<file path="config.mk">
export PLATFORM = sky130hd
export DESIGN_NAME = dcache_ctrl
export DESIGN_NICKNAME = d
export VERILOG_FILES = /design/src/rtl/dcache_ctrl.sv
export SDC_FILE = /design/constraint.sdc
export NUM_CORES = 1
export LEC_CHECK = 0
export CAP_MARGIN = 0
export CORE_AREA = 3 3 187 189
export CTS_BUF_LIST = sky130_fd_sc_hd__clkbuf_8
export CTS_CLUSTER_SIZE = 8
export DETAILED_ROUTE_END_ITERATION = 7
export DIE_AREA = 0 0 190 192
export GPL_TIMING_DRIVEN = 0
export HOLD_SLACK_MARGIN = 0.03
export PLACE_DENSITY = 0.54
export SETUP_SLACK_MARGIN = 0.4
export SYNTH_ARGS = -nofsm -noshare
export SYNTH_HDL_FRONTEND = slang
export SYNTH_SLANG_ARGS = --single-unit
</file>
<file path="constraint.sdc">
create_clock -name clk -period 12.19 [get_ports clk]
set_clock_uncertainty 0.05 [all_clocks]
set_input_delay 2.438 -clock clk [delete_from_list [all_inputs] [get_ports clk]]
set_output_delay 2.438 -clock clk [all_outputs]
set_load 0.05 [all_outputs]
</file>
<file path="src/rtl/dcache_ctrl.sv">
// Data-cache controller sitting in front of NUM_LINES dcache_line instances.
// Broadcasts CPU requests to every line, resolves hit/miss, picks a victim by
// TTL ageing, multiplexes the owner line's memory traffic onto one port, and
// returns read data plus a one-cycle cpu_ack to the core.
// Optional: define DCACHE_CTRL_STATS_EN to add stat_hits/stat_misses counters.
module dcache_ctrl #(
  parameter int NUM_LINES  = 4,
  parameter int TTLBITS    = 8,
  parameter int MAXTTL     = 255,
  parameter int CACHEWORDS = 32
) (
  input  logic                    clk,
  input  logic                    reset_n,
  input  logic [31:0]             cpu_addr,
  input  logic [31:0]             cpu_datain,
  input  logic                    cpu_rdreq,
  input  logic                    cpu_wrreq,
  output logic [31:0]             cpu_dataout,
  output logic                    cpu_ack,
  output logic [31:0]             dcache_addr,
  output logic [31:0]             dcache_datain,
  output logic                    dcache_rdreq,
  output logic                    dcache_wrreq,
  output logic [NUM_LINES-1:0]    line_fill,
  input  logic [NUM_LINES*32-1:0] line_out,
  input  logic [NUM_LINES-1:0]    line_valid,
  input  logic [NUM_LINES-1:0]    line_miss,
  input  logic [NUM_LINES*32-1:0] line_mem_addr,
  input  logic [NUM_LINES-1:0]    line_mem_rdreq,
  input  logic [NUM_LINES-1:0]    line_mem_wrreq,
  output logic [NUM_LINES-1:0]    line_mem_valid,
  output logic [31:0]             mem_addr,
  output logic                    mem_rdreq,
  output logic                    mem_wrreq,
  input  logic                    mem_valid
`ifdef DCACHE_CTRL_STATS_EN
  ,
  output logic [31:0]             stat_hits,
  output logic [31:0]             stat_misses
`endif
);

  localparam int IDXW  = (NUM_LINES > 1) ? $clog2(NUM_LINES) : 1;
  localparam int BEATW = $clog2(CACHEWORDS + 1);

  typedef enum logic [2:0] {IDLE, LOOKUP, MISS, FILL, SETTLE, ACK} state_t;

  state_t            state, state_nxt;
  logic [IDXW-1:0]   owner;        // line currently owning the memory port
  logic [IDXW-1:0]   hit_q;        // line that hit; spared from ageing in ACK
  logic [IDXW-1:0]   hit_idx, victim, empty_idx, min_idx;
  logic              hit, have_empty;
  logic [TTLBITS-1:0] min_ttl;
  logic [NUM_LINES-1:0] filled;
  logic [TTLBITS-1:0] ttl [NUM_LINES];
  logic [BEATW-1:0]  beat_cnt;
  logic              settle_cnt;
  logic              fill_beat, fill_done;

  // Address and data are pure broadcasts; only the strobes are state-gated.
  assign dcache_addr   = cpu_addr;
  assign dcache_datain = cpu_datain;

  // Write-back flush beats ride on mem_wrreq and do not advance the fill.
  assign fill_beat = (state == FILL) && mem_valid && !line_mem_wrreq[owner];
  assign fill_done = fill_beat && (beat_cnt == BEATW'(CACHEWORDS - 1));

  // Hit line: lowest index that is filled, valid and not missing.
  always_comb begin
    hit     = 1'b0;
    hit_idx = '0;
    for (int i = NUM_LINES - 1; i >= 0; i--) begin
      if (filled[i] && line_valid[i] && !line_miss[i]) begin
        hit     = 1'b1;
        hit_idx = IDXW'(i);
      end
    end
  end

  // Victim: lowest empty line, else lowest index holding the minimum TTL.
  always_comb begin
    have_empty = 1'b0;
    empty_idx  = '0;
    for (int i = NUM_LINES - 1; i >= 0; i--) begin
      if (!filled[i]) begin
        have_empty = 1'b1;
        empty_idx  = IDXW'(i);
      end
    end
    min_idx = '0;
    min_ttl = ttl[0];
    for (int i = 1; i < NUM_LINES; i++) begin
      if (ttl[i] < min_ttl) begin
        min_ttl = ttl[i];
        min_idx = IDXW'(i);
      end
    end
    victim = have_empty ? empty_idx : min_idx;
  end

  // Next-state and output decode.
  always_comb begin
    // NOTE: every output gets a default before the case so no path can infer a latch.
    state_nxt      = state;
    cpu_ack        = 1'b0;
    dcache_rdreq   = 1'b0;
    dcache_wrreq   = 1'b0;
    line_fill      = '0;
    line_mem_valid = '0;
    mem_addr       = '0;
    mem_rdreq      = 1'b0;
    mem_wrreq      = 1'b0;
    if (state != IDLE && state != ACK) begin
      dcache_wrreq = cpu_wrreq;
      dcache_rdreq = cpu_rdreq && !cpu_wrreq;
    end
    if (state == FILL || state == SETTLE) begin
      mem_addr  = line_mem_addr[32*int'(owner) +: 32];
      mem_rdreq = line_mem_rdreq[owner];
      mem_wrreq = line_mem_wrreq[owner];
    end
    case (state)
      IDLE: begin
        if (cpu_rdreq || cpu_wrreq) begin
          dcache_wrreq = cpu_wrreq;
          dcache_rdreq = cpu_rdreq && !cpu_wrreq;
          state_nxt    = LOOKUP;
        end
      end
      LOOKUP: state_nxt = hit ? ACK : MISS;
      MISS: begin
        line_fill[victim] = 1'b1;
        state_nxt         = FILL;
      end
      FILL: begin
        line_mem_valid[owner] = mem_valid;
        if (fill_done) state_nxt = SETTLE;
      end
      SETTLE: if (settle_cnt) state_nxt = LOOKUP;
      ACK: begin
        cpu_ack   = 1'b1;
        state_nxt = IDLE;
      end
      default: state_nxt = IDLE;
    endcase
  end

  // State register, line bookkeeping, TTL ageing and read-data capture.
  always_ff @(posedge clk or negedge reset_n) begin
    if (!reset_n) begin
      state       <= IDLE;
      owner       <= '0;
      hit_q       <= '0;
      filled      <= '0;
      beat_cnt    <= '0;
      settle_cnt  <= 1'b0;
      cpu_dataout <= '0;
      // NOTE: ttl is a handful of flops feeding victim selection, not a RAM, so it is reset.
      for (int i = 0; i < NUM_LINES; i++) ttl[i] <= '0;
    end else begin
      // NOTE: non-blocking assignments keep every flop sampling pre-edge values.
      state <= state_nxt;
      case (state)
        LOOKUP: begin
          if (hit) begin
            hit_q        <= hit_idx;
            ttl[hit_idx] <= TTLBITS'(MAXTTL);
            cpu_dataout  <= line_out[32*int'(hit_idx) +: 32];
          end
        end
        MISS: begin
          owner    <= victim;
          beat_cnt <= '0;
        end
        FILL: begin
          if (fill_beat) beat_cnt <= beat_cnt + 1'b1;
          if (fill_done) begin
            filled[owner] <= 1'b1;
            ttl[owner]    <= TTLBITS'(MAXTTL);
            settle_cnt    <= 1'b0;
          end
        end
        SETTLE: begin
          settle_cnt <= !settle_cnt;
          if (settle_cnt) owner <= '0;
        end
        ACK: begin
          for (int i = 0; i < NUM_LINES; i++) begin
            if (IDXW'(i) != hit_q && ttl[i] != '0) ttl[i] <= ttl[i] - 1'b1;
          end
        end
        default: ;
      endcase
    end
  end

`ifdef DCACHE_CTRL_STATS_EN
  // Hit/miss statistics, wrapping modulo 2^32.
  always_ff @(posedge clk or negedge reset_n) begin
    if (!reset_n) begin
      stat_hits   <= '0;
      stat_misses <= '0;
    end else if (state == LOOKUP) begin
      if (hit) stat_hits   <= stat_hits + 32'd1;
      else     stat_misses <= stat_misses + 32'd1;
    end
  end
`endif

endmodule

</file>
**After elaboration in Yosys (flattened, before gate mapping)**

Cells that the tools add are included.

- Flip-flop bits (word level): 82
- Bits of input ports: 341
- Output and inout port bits: 141
- Logic and storage cells: 169

- $add $sub $neg: 5
- $lt $le $gt $ge: 11
- Eq/ne operators: 19
- Shift-type cells: 2
- Multiplexer cells: 64
- Bitwise logic cells: 6
- Reductions and logical operators: 51

Operators with widths:

| cell | count |
|---|---|
| $shiftx A128 B8 Y32 | 2 |
| $mux W32 | 3 |
| $pmux W32 S3 | 1 |
| $mux W8 | 8 |
| $or A32 B32 Y32 | 2 |
| $demux W8 S2 | 2 |
| $reduce_bool A8 Y1 | 4 |
| $sub A8 B1 Y8 const B | 4 |
| $lt A8 B8 Y1 | 3 |
| $mux W2 | 12 |
| $mux W1 | 23 |
| $logic_and A1 B1 Y1 | 21 |
| $ne A2 B2 Y1 const B | 9 |
| $reduce_and A4 Y1 | 4 |
| $pmux W3 S5 | 1 |
| $mux W3 | 4 |
| $pmux W6 S2 | 1 |
| $reduce_and A2 Y1 | 5 |
| $mux W4 | 2 |
| $reduce_bool A2 Y1 | 4 |
| $logic_not A1 Y1 | 7 |
| $add A6 B1 Y6 const B | 1 |
| $eq A3 B2 Y1 const B | 2 |
| $eq A3 B3 Y1 const B | 2 |
| 21 further kinds | 31 |

**Longest topological paths before layout**

- Word-level depth: 14
- Gate-level depth with buffers: 24
- Mapped depth without buffers: 23

**Worst setup path after synthesis**

No wires, ideal clock.

- Kind: reg-to-output
- From: register ttl[27] in the netlist's numbering
- To: output port line_fill[2]
- Arrival: 5405 ps
- Data required time: 9702 ps
- Path slack: 4297 ps
- Cell stages (with the launch flop): 24
- Path buffers: 1
- Path through: dfrtp_1 > clkbuf_1 > inv_1 > ha_1 > or3_1 > a21oi_2 > a211oi_2 > nor2_2 > mux2i_1 > ha_1 > a211oi_1 > a211oi_1 > nor3_1 > a21boi_4 > mux2_2 > ha_1 > a21o_1 > a21oi_1 > nor2b_1 > or3_1 > a31oi_1 > o311a_1 > nand2_1 > nor2b_1

- Cells in the longest elaborated chain, start to end: 12
- Elaborated cells on any way between the ends: 15
- Those cells by class: order compare (5); mux (9); reduce/logical (1)

Ends and longest elaborated chain:

| what | RTL line | text |
|---|---|---|
| start: declaration | 55 | `logic [TTLBITS-1:0] ttl [NUM_LINES];` |
| start signal: indexed assignment | 167 | `ttl[hit_idx] <= TTLBITS'(MAXTTL);` |
| start signal: indexed assignment | 179 | `ttl[owner] <= TTLBITS'(MAXTTL);` |
| $lt A8 B8 Y1 | 93 | `if (ttl[i] < min_ttl) begin` |
| $mux W8 | 93 |  |
| $lt A8 B8 Y1 | 93 |  |
| $mux W8 | 93 |  |
| $lt A8 B8 Y1 | 93 |  |
| $mux W2 (*) | 93 |  |
| $mux W2 (*) | 98 | `victim = have_empty ? empty_idx : min_idx;` |
| $lt A2 B3 Y1 (implied by the code) or $ge A2 B1 Y1 (tied branches) | 132 | `line_fill[victim] = 1'b1;` |
| $logic_and A1 B1 Y1 (implied by the code) | 132 |  |
| $mux W1 (implied by the code) | 132 |  |
| $demux W1 S2 (*) | 132 |  |
| $mux W4 (*) | 122 | `case (state)` |
| end: declaration | 24 | `output logic [NUM_LINES-1:0] line_fill,` |

Every way passes the cells marked *; elsewhere a longest branch is shown, timed or not.

**Worst setup path after layout**

Ends and elaborated chain as after synthesis.

==> out/results.txt <==
outcome: finished clean
Syn Std Cell Area: 6930 sq um
die width: 190 um
critical path capture point type: output pin
ranking of synthesized cells by area: dfrtp_1 (30%), mux4_2 (11%), buf_4 (7.0%), mux2_2 (6.5%), ha_1 (5.4%)
commonest non-fill, non-tap cell in the layout: clkdlybuf4s50_1
initial antenna violation count: 0
worst vdd ir: 0.0000974 V
Area after DPL: 11700 sq um
Seq pwr share: 0.219
mean area per synthesized cell: 9.57 sq um
DPL Wire Length: 25500 um
Slew Viols, Final: 0
worst slew pin tran: 1.20 ns
Root Driver: clkbuf_8
largest net degree at the start of global routing: 43
Pleak: 4.92 nW
fillcell total: 3399
cts repair resizes: 0
Worst Path Arrival: 6.96 ns
grt ovf: 0
Post-CTS Setup Bufs: 0
Ant. Diodes: 0
drt wl/cell: 19.0 um
Hold WC Path Type: flip-flop to flip-flop
Layout Nets: 1524
hold_buf cts: 0
Pwr Density: 168 nW/um^2
dpl cells: 1590
Post-synth EDFFs: 0
Placer Congestion: 0.827
Synth top area share: 0.296
Min Hold Slack: 0.434 ns
worst-path maximum fanout: 9
FFs w/ async S/R, synth: 1.00
final non-filler cell total: 1606
die area: 36500 sq um
setup TNS: 0 ns
vias in the first global route: 7411
H-Tree Level Count: 3
row cnt: 67
FF-to-FF Start: ttl[27]
final hold viol count: 0
Net Switching: 1.01 mW
worst r2r dst: owner[1]
flops & latches, synth: 82
vias: 7284
Slew HR: 0.192
Final Cell Area: 11900 sq um
Die Height: 192 um
CP Launch Point: ttl[27]
CTS tree: done
commonest cells after routing, fill and taps aside: clkdlybuf4s50_1 (416), dfrtp_1 (82), nand2_1 (67)
CP Capture Point: line_fill[2]
share of cells above drive strength 1: 0.165
Setup WS pre-CTS: 3.17 ns
CP startpoint kind: flip-flop
P_int: 979 uW
Post-Syn Instances: 724
GRT Total Usage: 0.157
later-pin clock latency in the skew report: 0.38 ns
drt total wl: 30600 um
final worst-path cycle share: 0.775
IO Port Bufs: 417
# IOs: 482
predominant post-synthesis flop cell: dfrtp_1
RSZ-0062 raised after global routing: false
leading area contributor after synthesis: dfrtp_1
Worst Reg-to-Reg Cells: 23
combinational power share: 0.674
total iterations of the first detailed-routing run: 6
Clock power frac: 0.107
Synth-to-Final Area Change: 71.6%
synth warn: 0
Final setup viols: 0
clock sinks: 82
Worst-path clk slew: 0.09 ns
core area: 33400 sq um
Max Fclk: 106 MHz
DRC Markers: 0
Worst Path Required: 9.70 ns
Setup WS post-layout: 2.74 ns
antenna-violating nets left: 0
first-pass GRT wire length: 44300 um
Max Cap Viol: 0
Clock Path Buffers: 2
Avg Vias per Cell: 4.54
DRT iter0 DRCs: 421
total CTS buffers: 9
Tmin final: 9.45 ns
switch share: 0.509
post-synth net total: 1095
sequential-to-total area share from yosys stat: 0.296
Netlist cell types: 69
critical path class: flip-flop to output pin
Initial Util: 0.207
R2R Setup Slk: 6.29 ns
-- metal layers --
layer,vias to the layer above,global-route usage,share of wire
li1,3499,-,-
met1,3418,0.198,0.42
met2,337,0.264,0.48
met3,30,0.0425,0.085
met4,0,0.0455,0.020
met5,-,0,0
-- per-stage QoR --
stage                      util  power, mW
after global routing      0.356       2.12
after CTS                 0.356       2.02
final                     0.356       1.99
after floorplan               -       1.30
after global placement    0.349       1.78
after detailed placement  0.350       1.79
-- power groups by stage --
stage	sequential, mW	clock (mW)	combinational, mW
after CTS	0.437	0.223	1.36
after floorplan	0.613	0	0.686
after detailed placement	0.441	0	1.35
after global routing	0.453	0.231	1.43
final	0.437	0.213	1.34
after global placement	0.440	0	1.34
-- cells in the mapped netlist (all sizes together) (8+ instances only) --
library cell	number
nand3	11
nor2	35
a211oi	8
mux2	40
nand2b	8
clkbuf	25
nand2	68
buf	76
nor3	16
inv	27
nor2b	37
mux4	34
o211ai	9
nor4	12
ha	30
dfrtp	82
o21ai	49
a21oi	33
a222oi	32
-- area by class of cell --
class / instances / area, sq um / area share
Buffer: 101 / 641 / 0.0539
Clock buffer: 9 / 124 / 0.0104
Clock inverter: 7 / 76.3 / 0.00642
Inverter: 28 / 105 / 0.00884
Multi-Input combinational cell: 513 / 4130 / 0.348
Sequential cell: 82 / 2050 / 0.173
Tap cell: 448 / 561 / 0.0471
Timing Repair Buffer: 418 / 4200 / 0.353
-- worst max-delay path, stage by stage, from the launching register on --
cell	delay, ns
dfrtp_1	0.34
clkbuf_1	0.28
inv_1	0.09
ha_1	0.22
or3_1	0.39
a21oi_2	0.14
a211oi_2	0.09
nor2_2	0.34
mux2i_1	0.35
ha_1	0.30
a211oi_1	0.21
nor2_1	0.08
nor3_1	0.33
a21boi_4	0.40
mux2_2	0.41
ha_1	0.30
a21o_1	0.18
a21oi_1	0.14
nor2b_1	0.07
or3_1	0.35
a31oi_1	0.23
o311a_1	0.20
nand2_1	0.14
nor2b_1	0.17
clkdlybuf4s50_1	0.83
-- registers in the layout, indices dropped and copies added, names as in the netlist --
name / count
beat_cnt: 6
cpu_dataout: 32
filled: 4
hit_q: 2
owner: 2
settle_cnt: 1
state: 3
ttl: 32
-- worst min path at each step --
stage / from / endpoint / slack [ns] / depth (start not counted)
global placement: cpu_dataout[24] / cpu_dataout[24] / 0.41 / 2
global route: cpu_dataout[9] / cpu_dataout[9] / 0.46 / 2
CTS: cpu_dataout[24] / cpu_dataout[24] / 0.44 / 2
finish: cpu_dataout[24] / cpu_dataout[24] / 0.43 / 2
detailed placement: cpu_dataout[24] / cpu_dataout[24] / 0.42 / 2
floorplan: ttl[6] / ttl[6] / 0.42 / 1
-- logic make-up after synthesis --
family                     count (synthesis)  synth area share
xor gates and xnor gates                   7           0.00884
muxes                                     80             0.184
adders and majority gates                 30            0.0542
buffers and inverters                    129             0.108
and+or+nand+nor                          228             0.177
DFF                                       82             0.296
AOI/OAI and AO/OA                        168             0.173
Note: power is estimated with default switching activity, not from simulation.
